--- config.mk ---
export PLATFORM = sky130hd
export DESIGN_NAME = mem_access_flat
export DESIGN_NICKNAME = d
export VERILOG_FILES = /design/src/rtl/mem_access_if.sv /design/src/rtl/mem_access.sv /design/src/flat_wrapper.sv
export SDC_FILE = /design/constraint.sdc
export NUM_CORES = 1
export LEC_CHECK = 0
export CAP_MARGIN = 10
export CORE_MARGIN = 2
export CORE_UTILIZATION = 39
export CTS_BUF_LIST = sky130_fd_sc_hd__clkbuf_4 sky130_fd_sc_hd__clkbuf_8
export DETAILED_ROUTE_END_ITERATION = 10
export PLACE_DENSITY_LB_ADDON = 0.15
export SLEW_MARGIN = 25
export SYNTH_ARGS = -nofsm -noshare
export SYNTH_HDL_FRONTEND = slang
export SYNTH_SLANG_ARGS = --single-unit
--- constraint.sdc ---
create_clock -name clk -period 1.7 [get_ports clk]
set_input_delay 0.255 -clock clk [delete_from_list [all_inputs] [get_ports clk]]
set_output_delay 0.255 -clock clk [all_outputs]
set_load 0.02 [all_outputs]
--- src/rtl/mem_access_if.sv ---
// Data-bus bundle between the memory-access stage (master) and the memory slave.
interface mem_access_if;
  logic        dbus_req;
  logic        dbus_we;
  logic [31:0] dbus_addr;
  logic [3:0]  dbus_be;
  logic [31:0] dbus_wdata;
  logic        dbus_ack;
  logic [31:0] dbus_rdata;

  modport master (
    output dbus_req, dbus_we, dbus_addr, dbus_be, dbus_wdata,
    input  dbus_ack, dbus_rdata
  );

  modport slave (
    input  dbus_req, dbus_we, dbus_addr, dbus_be, dbus_wdata,
    output dbus_ack, dbus_rdata
  );
endinterface

--- src/rtl/mem_access.sv ---
// Memory-access pipeline stage: issues loads/stores on a req/ack bus, aligns and
// extends load data, forwards ALU results, and stalls Execute while busy.
module mem_access #(
  parameter int unsigned TIMEOUT = 255
) (
  input  logic        clk,
  input  logic        rst_n,
  input  logic [4:0]  EX_rd,
  input  logic        EX_rd_vld,
  input  logic [31:0] EX_x_rd,
  input  logic [31:0] EX_MEM_addr,
  input  logic [3:0]  EX_MEM_rden,
  input  logic        EX_MEM_rden_SEXT,
  input  logic [3:0]  EX_MEM_wren,
  input  logic [31:0] EX_MEM_wrdata,
  mem_access_if.master dbus,
  output logic        MEM_stall,
  output logic        MEM_bus_err,
  output logic [4:0]  MEM_rd,
  output logic        MEM_rd_vld,
  output logic [31:0] MEM_x_rd
);

  localparam int unsigned CNT_RAW = (TIMEOUT == 0) ? 1 : $clog2(TIMEOUT + 1);
  localparam int unsigned CNT_W   = (CNT_RAW < 1) ? 1 : CNT_RAW;
  localparam logic [CNT_W-1:0] CNT_LAST = CNT_W'((TIMEOUT == 0) ? 0 : TIMEOUT - 1);

  typedef enum logic [0:0] {
    IDLE = 1'b0,
    BUSY = 1'b1
  } state_e;

  state_e           state_q, state_d;
  logic [CNT_W-1:0] cnt_q, cnt_d;
  logic             req_q, req_d;
  logic             we_q, we_d;
  logic [31:0]      addr_q, addr_d;
  logic [3:0]       be_q, be_d;
  logic [31:0]      wdata_q, wdata_d;
  logic             sext_q, sext_d;
  logic [4:0]       rd_cap_q, rd_cap_d;
  logic             rd_vld_cap_q, rd_vld_cap_d;
  logic [4:0]       mem_rd_q, mem_rd_d;
  logic             mem_rd_vld_q, mem_rd_vld_d;
  logic [31:0]      mem_x_rd_q, mem_x_rd_d;
  logic             bus_err_q, bus_err_d;

  logic             access;
  logic             is_store;
  logic             timeout_hit;
  logic [31:0]      load_val;
  logic             unused_addr_lsbs;

  // Word-aligned bus address drops the byte offset; lanes are selected by the mask.
  assign unused_addr_lsbs = ^EX_MEM_addr[1:0];

  assign access      = (|EX_MEM_rden) || (|EX_MEM_wren);
  assign is_store    = |EX_MEM_wren;
  assign timeout_hit = (TIMEOUT != 0) && (cnt_q == CNT_LAST);

  // Extract the addressed field from the read word and extend it to 32 bits.
  always_comb begin
    load_val = 32'h0;
    unique case (be_q)
      4'b0001: load_val = sext_q ? {{24{dbus.dbus_rdata[7]}},  dbus.dbus_rdata[7:0]}
                                 : {24'h0, dbus.dbus_rdata[7:0]};
      4'b0010: load_val = sext_q ? {{24{dbus.dbus_rdata[15]}}, dbus.dbus_rdata[15:8]}
                                 : {24'h0, dbus.dbus_rdata[15:8]};
      4'b0100: load_val = sext_q ? {{24{dbus.dbus_rdata[23]}}, dbus.dbus_rdata[23:16]}
                                 : {24'h0, dbus.dbus_rdata[23:16]};
      4'b1000: load_val = sext_q ? {{24{dbus.dbus_rdata[31]}}, dbus.dbus_rdata[31:24]}
                                 : {24'h0, dbus.dbus_rdata[31:24]};
      4'b0011: load_val = sext_q ? {{16{dbus.dbus_rdata[15]}}, dbus.dbus_rdata[15:0]}
                                 : {16'h0, dbus.dbus_rdata[15:0]};
      4'b1100: load_val = sext_q ? {{16{dbus.dbus_rdata[31]}}, dbus.dbus_rdata[31:16]}
                                 : {16'h0, dbus.dbus_rdata[31:16]};
      4'b1111: load_val = dbus.dbus_rdata;
      default: load_val = 32'h0;
    endcase
  end

  // Next-state, next-register values and the combinational stall.
  always_comb begin
    state_d      = state_q;
    cnt_d        = cnt_q;
    req_d        = req_q;
    we_d         = we_q;
    addr_d       = addr_q;
    be_d         = be_q;
    wdata_d      = wdata_q;
    sext_d       = sext_q;
    rd_cap_d     = rd_cap_q;
    rd_vld_cap_d = rd_vld_cap_q;
    mem_rd_d     = mem_rd_q;
    mem_rd_vld_d = mem_rd_vld_q;
    mem_x_rd_d   = mem_x_rd_q;
    bus_err_d    = 1'b0;
    MEM_stall    = 1'b0;

    unique case (state_q)
      IDLE: begin
        if (!access) begin
          mem_rd_d     = EX_rd;
          mem_rd_vld_d = EX_rd_vld;
          mem_x_rd_d   = EX_x_rd;
        end else begin
          // A store takes priority when both masks are set.
          MEM_stall    = 1'b1;
          addr_d       = {EX_MEM_addr[31:2], 2'b00};
          we_d         = is_store;
          be_d         = is_store ? EX_MEM_wren : EX_MEM_rden;
          wdata_d      = EX_MEM_wrdata;
          sext_d       = EX_MEM_rden_SEXT;
          rd_cap_d     = EX_rd;
          rd_vld_cap_d = EX_rd_vld;
          req_d        = 1'b1;
          mem_rd_vld_d = 1'b0;
          cnt_d        = '0;
          state_d      = BUSY;
        end
      end

      BUSY: begin
        if (dbus.dbus_ack) begin
          req_d        = 1'b0;
          mem_rd_d     = rd_cap_q;
          mem_rd_vld_d = rd_vld_cap_q;
          if (!we_q) begin
            mem_x_rd_d = load_val;
          end
          state_d      = IDLE;
        end else if (timeout_hit) begin
          req_d        = 1'b0;
          bus_err_d    = 1'b1;
          mem_rd_vld_d = 1'b0;
          state_d      = IDLE;
        end else begin
          MEM_stall    = 1'b1;
          mem_rd_vld_d = 1'b0;
          if (TIMEOUT != 0) begin
            cnt_d = cnt_q + CNT_W'(1);
          end
        end
      end

      default: state_d = IDLE;
    endcase
  end

  // State and datapath registers; reset clears everything, withdrawing any request.
  always_ff @(posedge clk or negedge rst_n) begin
    if (!rst_n) begin
      state_q      <= IDLE;
      cnt_q        <= '0;
      req_q        <= 1'b0;
      we_q         <= 1'b0;
      addr_q       <= 32'h0;
      be_q         <= 4'h0;
      wdata_q      <= 32'h0;
      sext_q       <= 1'b0;
      rd_cap_q     <= 5'h0;
      rd_vld_cap_q <= 1'b0;
      mem_rd_q     <= 5'h0;
      mem_rd_vld_q <= 1'b0;
      mem_x_rd_q   <= 32'h0;
      bus_err_q    <= 1'b0;
    end else begin
      state_q      <= state_d;
      cnt_q        <= cnt_d;
      req_q        <= req_d;
      we_q         <= we_d;
      addr_q       <= addr_d;
      be_q         <= be_d;
      wdata_q      <= wdata_d;
      sext_q       <= sext_d;
      rd_cap_q     <= rd_cap_d;
      rd_vld_cap_q <= rd_vld_cap_d;
      mem_rd_q     <= mem_rd_d;
      mem_rd_vld_q <= mem_rd_vld_d;
      mem_x_rd_q   <= mem_x_rd_d;
      bus_err_q    <= bus_err_d;
    end
  end

  assign dbus.dbus_req   = req_q;
  assign dbus.dbus_we    = we_q;
  assign dbus.dbus_addr  = addr_q;
  assign dbus.dbus_be    = be_q;
  assign dbus.dbus_wdata = wdata_q;
  assign MEM_bus_err     = bus_err_q;
  assign MEM_rd          = mem_rd_q;
  assign MEM_rd_vld      = mem_rd_vld_q;
  assign MEM_x_rd        = mem_x_rd_q;

endmodule

--- src/flat_wrapper.sv ---
// flat-port wrapper written by rule: the top's interface ports become plain ports
module mem_access_flat 
#(
  parameter int unsigned TIMEOUT = 255
)
  (clk, rst_n, EX_rd, EX_rd_vld, EX_x_rd, EX_MEM_addr, EX_MEM_rden, EX_MEM_rden_SEXT, EX_MEM_wren, EX_MEM_wrdata, MEM_stall, MEM_bus_err, MEM_rd, MEM_rd_vld, MEM_x_rd, dbus_dbus_req, dbus_dbus_we, dbus_dbus_addr, dbus_dbus_be, dbus_dbus_wdata, dbus_dbus_ack, dbus_dbus_rdata);
  mem_access_if dbus_i ();
  input  logic clk;
  input  logic rst_n;
  input  logic [4:0] EX_rd;
  input  logic EX_rd_vld;
  input  logic [31:0] EX_x_rd;
  input  logic [31:0] EX_MEM_addr;
  input  logic [3:0] EX_MEM_rden;
  input  logic EX_MEM_rden_SEXT;
  input  logic [3:0] EX_MEM_wren;
  input  logic [31:0] EX_MEM_wrdata;
  output logic MEM_stall;
  output logic MEM_bus_err;
  output logic [4:0] MEM_rd;
  output logic MEM_rd_vld;
  output logic [31:0] MEM_x_rd;
  output wire logic [$bits(dbus_i.dbus_req)-1:0] dbus_dbus_req;
  output wire logic [$bits(dbus_i.dbus_we)-1:0] dbus_dbus_we;
  output wire logic [$bits(dbus_i.dbus_addr)-1:0] dbus_dbus_addr;
  output wire logic [$bits(dbus_i.dbus_be)-1:0] dbus_dbus_be;
  output wire logic [$bits(dbus_i.dbus_wdata)-1:0] dbus_dbus_wdata;
  input wire logic [$bits(dbus_i.dbus_ack)-1:0] dbus_dbus_ack;
  input wire logic [$bits(dbus_i.dbus_rdata)-1:0] dbus_dbus_rdata;
  assign dbus_dbus_req = dbus_i.dbus_req;
  assign dbus_dbus_we = dbus_i.dbus_we;
  assign dbus_dbus_addr = dbus_i.dbus_addr;
  assign dbus_dbus_be = dbus_i.dbus_be;
  assign dbus_dbus_wdata = dbus_i.dbus_wdata;
  assign dbus_i.dbus_ack = dbus_dbus_ack;
  assign dbus_i.dbus_rdata = dbus_dbus_rdata;
  mem_access #(.TIMEOUT(TIMEOUT)) u_core (.clk(clk), .rst_n(rst_n), .EX_rd(EX_rd), .EX_rd_vld(EX_rd_vld), .EX_x_rd(EX_x_rd), .EX_MEM_addr(EX_MEM_addr), .EX_MEM_rden(EX_MEM_rden), .EX_MEM_rden_SEXT(EX_MEM_rden_SEXT), .EX_MEM_wren(EX_MEM_wren), .EX_MEM_wrdata(EX_MEM_wrdata), .dbus(dbus_i), .MEM_stall(MEM_stall), .MEM_bus_err(MEM_bus_err), .MEM_rd(MEM_rd), .MEM_rd_vld(MEM_rd_vld), .MEM_x_rd(MEM_x_rd));
endmodule
; Yosys cells after proc, flatten, opt, wreduce, memory -nomap -nowiden
; Cells that the tools add are included.
; W data, S select, Z words.
[classes]
add_sub_neg = 1
n_eq_ne = 15
n_mux = 33
bitwise = 1
reduce_logical = 8
[op_table]
columns = operator, count
row1 = $mux W32, 9
row2 = $pmux W32 S7, 1
row3 = $pmux W32 S2, 1
row4 = $mux W8, 3
row5 = $pmux W8 S2, 1
row6 = $eq A4 B4 Y1 const B, 3
row7 = $mux W1, 11
row8 = $mux W5, 2
row9 = $ne A2 B2 Y1 const B, 5
row10 = $pmux W5 S2, 1
row11 = $add A8 B1 Y8 const B, 1
row12 = $eq A4 B2 Y1 const B, 2
row13 = $eq A8 B8 Y1 const B, 1
row14 = $reduce_or A4 Y1, 2
row15 = $pmux W1 S2, 3
row16 = $reduce_and A2 Y1, 3
row17 = $reduce_and A3 Y1, 2
row18 = $eq A4 B1 Y1 const B, 1
row19 = $eq A4 B3 Y1 const B, 1
row20 = $mux W4, 1
row21 = $ne A3 B3 Y1 const B, 1
row22 = $ne A2 B1 Y1 const B, 1
row23 = $logic_or A1 B1 Y1, 1
row24 = $not A1 Y1, 1
[word_totals]
regBits = 123
input_bits = 146
output_inout_bits = 110
word_cells = 72

; Longest topological paths before layout
; Gate-level depths: netlist of the first run.
[logic_depth]
word_depth = 5
depth_mapped = 8
ltp_nobuf = 6

; Least setup slack after synthesis of the first run
; OpenSTA, ideal clock, no wires.
[synth_timing]
path_kind = reg2reg
from = reg u_core.be_q[1], in the netlist u_core.dbus.dbus_be[1]
to = reg u_core.mem_x_rd_q[11], in the netlist u_core.MEM_x_rd[11]
setup_time_ns = 0.126
arrival_time_ns = 1.695
required_ns = 1.574
setup_slack_ns = -0.121
path_stages_with_launch = 8
path_buffers = 2
period_less_slack_ns = 1.821
cell_sequence = dfrtp_1 buf_4 nor2_2 o2111ai_2 nand2_2 buf_4 a21oi_1 o32a_1
[synth_between]
elab_chain_cells = 5
word_cells_on_any_way = 11
cone_classes = eq/ne (7) / mux (4)
[synth_lines]
columns = element, line
row1 = "start, declared", mem_access.sv:38  ; logic [3:0] be_q, be_d;
row2 = "start signal, assigned", mem_access.sv:158  ; be_q <= 4'h0;
row3 = "start signal, assigned", mem_access.sv:173  ; be_q <= be_d;
row4 = "$eq A4 B4 Y1, or another cell as far along", mem_access.sv:64  ; unique case (be_q)
row5 = $pmux W32 S7 (*), mem_access.sv:64
row6 = $mux W32 (*), mem_access.sv:128  ; if (!we_q) begin
row7 = $mux W32 (*), mem_access.sv:124  ; if (dbus.dbus_ack) begin
row8 = $pmux W32 S2 (*), mem_access.sv:100  ; unique case (state_q)
row9 = "end signal, assigned", mem_access.sv:180  ; mem_x_rd_q <= mem_x_rd_d;
row10 = "end, declared", mem_access.sv:45  ; logic [31:0] mem_x_rd_q, mem_x_rd_d;
; Mark *: on every way between the ends. The rest lies on a longest branch, timed or not. The select of a mux whose other input is x is not followed.
; A chain may end at the register's enable or synchronous reset.

; Final worst setup path of the first run
[layout_timing]
from = reg u_core.cnt_q[0]
to = out MEM_stall
[layout_between]
elab_chain_cells = 4
[layout_lines]
columns = element, line
row1 = "start, declared", mem_access.sv:34  ; logic [CNT_W-1:0] cnt_q, cnt_d;
row2 = "start signal, assigned", mem_access.sv:169  ; cnt_q <= cnt_d;
row3 = $eq A8 B8 Y1, mem_access.sv:59  ; assign timeout_hit = (TIMEOUT != 0) && (cnt_q == CNT_LAST);
row4 = $mux W1, mem_access.sv:132  ; end else if (timeout_hit) begin
row5 = $mux W1, mem_access.sv:124
row6 = $pmux W1 S2, mem_access.sv:100
row7 = "end, declared", flat_wrapper.sv:18  ; output logic MEM_stall;
; Every way passes these cells.

==> results.md, run 1 <==
* Element type at the critical path start: flip-flop
* Cells after DPL at 1125
* Path type of the worst setup path: flip-flop to primary output
* 1st-pass router iterations at 5
* Vertical extent of the die at 126.1 um
* 1st-iter DRT viols at 379
* Wirelength per Cell at 17.10 um
* Sequential fraction of design power at 28.4%
* CP Data Required Time at 1.44 ns
* Total setup violations reported at the end of the flow at 9
* Final clock period utilization by the worst path at 103.8%
* Final-layout fill cell count at 1113
* Floorplan die area at 15900 sq um
* Number of enable-type register cells in the synthesized netlist at 0
* Hold slack at 0.2679 ns
* Design internal power at 0.01054 W
* Warning count from the yosys run at 0
* Commonest cells after routing, fill and taps aside: nand2_1, clkdlybuf4s50_1, dfrtp_1, dlymetal6s2s_1, buf_4
* DRC viols at 0
* Peak supply drop at 951.8 uV
* Achievable clock frequency at 0.5669 GHz
* Kind of path behind the tightest hold check: input port to flip-flop
* Overall global routing resource usage at 24.07%
* Clock skew after layout at 0.007356 ns
* Violations in the final reports: negative setup slack
* Wire length of the first global-routing pass at 30.33 mm
* Clock network power share at 16.0%
* DR vias/cell at 5.127
* Most common cell after layout, fill and taps aside: nand2_1
* Stages on the worst setup path at 6
* Max-cap violations at 0
* Ratio of cells with drive above 1 in the final layout at 16.53%
* Antenna cell count at 0
* Depth of the most critical reg-to-reg path at 5
* CP Launch Point: u_core.cnt_q[0]
* Share of the yosys chip area belonging to registers at 52.95%
* Die width at 126.1 um
* Critical path fanouts, max at 3
* Number of H-tree branching levels at 4
* Area of placed instances at 8997 sq um
* Logic pwr share at 55.6%
* Core region area at 14530 sq um
* Initial antenna violation count at 0
* Yosys top cell area share at 52.95%
* Non-filler instance count after layout at 1170
* Ordered cell list for the critical path: inv_1 -> ha_2 -> nand4_1 -> nand2_2 -> nand2_2 -> buf_6
* Post-Syn Area at 5813 sq um
* Number of placement rows at 44
* Via count of the first global-routing pass at 6098
* Final HPWL from detailed placement at 14.23 mm
* Layout overhead on the synthesized area at 71.48%
* Area contributors post-synth: dfrtp_1, nand2_1, a21oi_1, o22a_1, o21ai_0
* CP Buf/Inv Count at 2
* Setup slack on the worst flop-to-flop path at -0.03 ns
* Placer's final routability congestion estimate at 0.8715
* Switching Power at 0.007609 W
* Shortest period the worst path allows at 1.764 ns
* Pin count of the biggest net entering global routing at 62
* I/O pin count at 256
* Setup repair after global routing missed its margin: true
* CTS Root Buffer Type: clkbuf_8
* Residual antenna-violating net count after detailed routing at 0
* Maximum clock path buffer count at 2
* Endpoint type of the worst setup path: primary output
* Overall via count from detail_route at 5999
* Number of slew-limit violations in the final report at 0
* CTS clk-pin slew, worst paths at 0.07 ns
* Number of hold-slack violations in the final timing report at 0
* Count of input and output buffers at 251
* Capture point of the critical path: MEM_stall
* Leftover overflow at the end of global routing at 0
* Count of cell types in the netlist at 48
* TritonCTS clock tree: built
* Maximum single-stage delay on the critical path at 0.38 ns
* TritonCTS buffer count at 17
* Initial core utilization at 40.00%
* Post-Syn Area per Cell at 8.702 sq um
* Static leakage at 4.999 nW
* Primary FF master, synth: dfrtp_1
* R2r startpoint: u_core.dbus.dbus_be[3]
* Final Routed Wirelength at 20.00 mm
* Total power density per cell area at 1821 nW/um^2
* Layout net count at 1122
* Crit path max-delay family: flip-flops
* Run status: complete, but fails checks
* Number of standard cells after synthesis at 668
* Switching power share of the total at 41.92%
* Flops & latches, synth at 123
* Library cell with the largest summed area after synthesis: dfrtp_1
* CP max stage cell: dfrtp_1
* Share of async-settable or async-resettable flops after synthesis at 100.0%
* TritonCTS Sinks at 123
* Final worst-path setup slack at -0.06383 ns
* Clock insertion delay at the later pin of the skew report at 0.45 ns
* Capture instance of the worst register-to-register path: u_core.MEM_x_rd[14]
* Final instance area at 9968 sq um
* Most frequent cell on the critical path: nand2_2
* Worst Min Path Start: EX_MEM_wren[0]
* Crit path arrival time at 1.51 ns
==> timing repair <==
item | 4_1_cts | 5_1_grt
gates resized for setup | 74 | 88
cloned | 1 | 2
endpoints found under the hold margin | 28 | 0
pin swaps | 12 | 21
hold buffers | 1 | 0
setup buffers | 3 | 7
endpoints found under the setup margin | 78 | 82
==> power by group through the flow <==
stage,combinational (W),clock (W),sequential [W]
finish,0.0101,0.00291,0.00515
global route,0.0108,0.00307,0.00534
CTS,0.00965,0.00296,0.00517
detailed placement,0.00976,0,0.00521
global placement,0.00958,0,0.00514
floorplan,0.00352,0,0.00664
==> cell families (layout without fill, tap and decap cells) <==
family | Yosys count | after routing | share of synthesized area [%]
DFF | 123 | 123 | 52.95
muxes | 6 | 6 | 1.033
buffers and inverters | 67 | 384 | 5.553
and+or+nand+nor | 333 | 333 | 24.41
xor gates and xnor gates | 5 | 5 | 0.7533
AOI/OAI and AO/OA | 131 | 131 | 14.81
other | 1 | 2 | 0.06451
adders and majority gates | 2 | 2 | 0.4304
==> Yosys cell counts, drive strengths merged, types with 4 or more instances <==
master and count:
nor2b 10, dfrtp 123, a31oi 8, a21oi 42, xor2 4, clkbuf 12, nand2 260, nand4 12
inv 25, o32a 8, buf 30, o22a 16, mux2i 6, nor2 32, o21ai 39, a32oi 7
==> how the worst min path moves through the flow <==
stage | end | depth (start not counted)
after floorplan | u_core.MEM_bus_err | 0
after global placement | u_core.MEM_x_rd[1] | 1
after detailed placement | u_core.MEM_x_rd[1] | 1
after CTS | u_core.MEM_x_rd[1] | 2
after global routing | u_core.dbus.dbus_be[0] | 3
final | u_core.dbus.dbus_be[0] | 3
==> layout make-up <==
cell class	count	area, sq um	share of cell area (%)
clock inverter	11	167.7	1.682
tap	184	230.2	2.310
sequential	123	3083	30.93
inverter	25	93.84	0.9414
clock buffer	20	275.3	2.761
multi-input combinational	479	2646	26.55
timing repair buffer	328	3472	34.83
==> tightest hold or removal path: stages <==
cell and delay, ns:
dlymetal6s2s_1 0.16, a21oi_1 0.11, a21oi_1 0.15
==> layer usage <==
metal | up-vias | GRT usage [%] | part of all wire [%]
met5 | - | 0 | 0
met4 | 0 | 10.54 | 2.8
met3 | 43 | 9.261 | 9.7
met2 | 284 | 39.18 | 48
met1 | 2839 | 28.43 | 40
li1 | 2833 | - | -
==> flip-flops by register name, summed over array words and instances, names as in the netlist <==
name,cells
u_core.state_q,1
u_core.sext_q,1
u_core.cnt_q,8
u_core.dbus.dbus_be,4
u_core.MEM_rd,5
u_core.rd_cap_q,5
u_core.dbus.dbus_req,1
u_core.dbus.dbus_wdata,32
u_core.rd_vld_cap_q,1
u_core.MEM_x_rd,32
u_core.dbus.dbus_we,1
u_core.MEM_bus_err,1
u_core.MEM_rd_vld,1
u_core.dbus.dbus_addr,30
==> metrics by stage <==
step	setup TNS (ns)	setup WS [ns]	power [W]	utilization, %
detailed placement	-42.97	-0.5379	0.01497	61.91
finish	-0.2124	-0.06383	0.01815	68.59
global placement	-37.32	-0.5009	0.01473	61.91
floorplan	-0.02099	-0.005247	0.01016	-
global route	-1.086	-0.1780	0.01925	68.59
CTS	-0.1529	-0.1453	0.01778	65.65
(Power assumes the default switching activity.)
==> inputs of run 2 (changes only) <==
- CTS_CLUSTER_SIZE: not set -> 10
==> results of run 2 <==
No change in the layout: final DEF, timing and power equal those of run 1.
==> inputs of run 3 (changes only) <==
- RECOVER_POWER: not set -> 25
==> results.md, run 3 (synthesized netlist as in run 1, its figures left out) <==
* CTS Root Buffer Type: clkbuf_8
* Maximum single-stage delay on the critical path at 0.38 ns (about the same)
* Core region area at 14530 sq um (unchanged)
* Met2 usage at 39.18% (unchanged)
* Clock skew after layout at 0.007068 ns (-0.0002883 ns)
* Final HPWL from detailed placement at 14.23 mm (unchanged)
* Clock network power share at 16.0% (about the same)
* Wire length of the first global-routing pass at 30.33 mm (unchanged)
* Non-filler instance count after layout at 1170 (unchanged)
* Switching power share of the total at 41.92% (about the same)
* 1st-iter DRT viols at 361 (-4.7%)
* Relative slew margins at 48.47%
* Final worst-path setup slack at -0.06182 ns (+0.002016 ns)
* Overall via count from detail_route at 5994 (-0.083%)
* Switching Power at 0.007601 W (-0.11%)
* Setup repair after global routing missed its margin: true
* Max-cap violations at 0 (unchanged)
* Total setup violations reported at the end of the flow at 9 (unchanged)
* Residual antenna-violating net count after detailed routing at 0 (unchanged)
* Initial antenna violation count at 0 (unchanged)
* Critical path fanouts, max at 3 (unchanged)
* Total power density per cell area at 1826 nW/um^2 (+0.30%)
* Number of slew-limit violations in the final report at 0 (unchanged)
* Overall global routing resource usage at 24.07% (unchanged)
* Element type at the critical path start: flip-flop
* Met3 demand-to-capacity share in global routing at 9.261% (unchanged)
* Ordered cell list for the critical path: inv_1 -> ha_2 -> nand4_1 -> nand2_2 -> nand2_2 -> buf_6
* Ratio of cells with drive above 1 in the final layout at 16.53% (unchanged)
* Violations in the final reports: negative setup slack
* Initial core utilization at 40.00% (unchanged)
* Via count of the first global-routing pass at 6098 (unchanged)
* Sequential fraction of design power at 28.4% (about the same)
* Count of input and output buffers at 251 (unchanged)
* Final Routed Wirelength at 19.99 mm (about the same)
* DRC viols at 0 (unchanged)
* Path type of the worst setup path: flip-flop to primary output
* Worst Min Path Start: EX_MEM_wren[0]
* Final clock period utilization by the worst path at 103.6% (-0.12 points)
* Most common cell after layout, fill and taps aside: nand2_1
* Layout overhead on the synthesized area at 70.79%
* CP max stage cell: dfrtp_1
* Antenna cell count at 0 (unchanged)
* Wirelength per Cell at 17.09 um (about the same)
* Number of hold-slack violations in the final timing report at 0 (unchanged)
* Achievable clock frequency at 0.5676 GHz (+0.11%)
* CTS clk-pin slew, worst paths at 0.07 ns (about the same)
* Actual slew at the worst max-slew pin at 0.7729 ns
* TritonCTS buffer count at 17 (unchanged)
* DR vias/cell at 5.123 (about the same)
* Kind of path behind the tightest hold check: input port to flip-flop
* Placer's final routability congestion estimate at 0.8715 (unchanged)
* Number of placement rows at 44 (unchanged)
* Shortest period the worst path allows at 1.762 ns (-0.002016 ns)
* Design internal power at 0.01053 W (-0.10%)
* Layout net count at 1122 (unchanged)
* Floorplan die area at 15900 sq um (unchanged)
* Leftover overflow at the end of global routing at 0 (unchanged)
* Run status: complete, but fails checks
* Logic pwr share at 55.6% (about the same)
* Endpoint type of the worst setup path: primary output
* Pin count of the biggest net entering global routing at 62 (unchanged)
* Most frequent cell on the critical path: nand2_2
* Final-layout fill cell count at 1118 (+0.45%)
* TritonCTS Sinks at 123 (unchanged)
* Number of H-tree branching levels at 4 (unchanged)
* Worst setup slack after placement at -0.5379 ns (unchanged)
* I/O pin count at 256 (unchanged)
* CP Launch Point: u_core.cnt_q[0]
* Cells after DPL at 1125 (unchanged)
* Vertical extent of the die at 126.1 um (unchanged)
* TritonCTS clock tree: built
* Die width at 126.1 um (unchanged)
* Clock insertion delay at the later pin of the skew report at 0.44 ns (about the same)
* Commonest cells after routing, fill and taps aside: nand2_1, clkdlybuf4s50_1, dfrtp_1, dlymetal6s2s_1
* 1st-pass router iterations at 5 (unchanged)
* Crit path arrival time at 1.51 ns (about the same)
* Layer with the highest usage: met2
* Peak supply drop at 951.1 uV (about the same)
* CP Data Required Time at 1.44 ns (about the same)
* Static leakage at 4.984 nW (-0.30%)
* Grt met1 use at 28.43% (unchanged)
* R2r startpoint: u_core.dbus.dbus_be[2]
* Maximum clock path buffer count at 2 (unchanged)
## run 3: cell types whose count changed in the layout (fill, tap and decap cells not counted)
cell,previous run,this run
buf_12,19,16
clkbuf_4,0,3
buf_4,50,49
clkbuf_2,0,1
## run 3: worst paths after layout
path / to / slack (ns) / cells after the start
worst max-delay path: MEM_stall / -0.06 / 6
worst min-delay path: u_core.dbus.dbus_be[0] / 0.28 / 3
worst max register to register: u_core.MEM_x_rd[14] / -0.02 / 5
worst min register to register: u_core.dbus.dbus_wdata[27] / 0.47 / 2
max in group asynchronous: u_core.MEM_rd[3] / 0.25 / 3
min in group asynchronous: u_core.MEM_x_rd[1] / 0.42 / 2
## run 3: area by class of cell
class                           instances  area [sq um]  share of cell area, %
Sequential cell                       123          3083                  31.05
Tap cell                              184         230.2                  2.319
Inverter                               25         93.84                 0.9452
Clock buffer                           20         275.3                  2.773
Multi-Input combinational cell        479          2646                  26.65
Clock inverter                         11         167.7                  1.689
Timing Repair Buffer                  328          3432                  34.57
## run 3: routing by layer
layer | wire [um] | share of wire, % | up-vias
met5 | 0 | 0 | -
met4 | 582 | 2.9 | 0
met3 | 1998 | 10 | 41
met2 | 9540 | 48 | 290
met1 | 7869 | 39 | 2826
li1 | - | - | 2837
## run 3: power groups by stage
stage / registers, W / clock network (W) / logic [W]
5_1_grt: 0.00534 / 0.00307 / 0.0108
6_report: 0.00516 / 0.00290 / 0.0101
3_3_place_gp: 0.00514 / 0 / 0.00958
4_1_cts: 0.00517 / 0.00296 / 0.00965
2_1_floorplan: 0.00664 / 0 / 0.00352
3_5_place_dp: 0.00521 / 0 / 0.00976
## run 3: what timing repair did
action	CTS	global route
endpoints found under the hold margin	28	0
hold buffers	1	0
gates resized for setup	74	88
endpoints found under the setup margin	78	82
setup buffers	3	7
pin swaps	12	21
gates cloned	1	2
## run 3: critical path, delay by kind of cell, from the launching register on
family	cells	cell delay [ns]
buffers and inverters	2	0.19
adders and majority gates	1	0.20
DFF	1	0.38
and+or+nand+nor	3	0.31
## run 3: through the flow
step	setup TNS [ns]	power, W	cell area [sq um]	hold slack, ns	utilization, %
6_report	-0.1582	0.01813	9928	0.2779	68.31
5_1_grt	-1.086	0.01924	9928	0.2777	68.31
4_1_cts	-0.1529	0.01778	9542	0.3006	65.65
3_5_place_dp	-42.97	0.01497	8997	0.2396	61.91
3_3_place_gp	-37.32	0.01473	8997	0.2287	61.91
2_1_floorplan	-0.02099	0.01016	5844	-0.04059	-
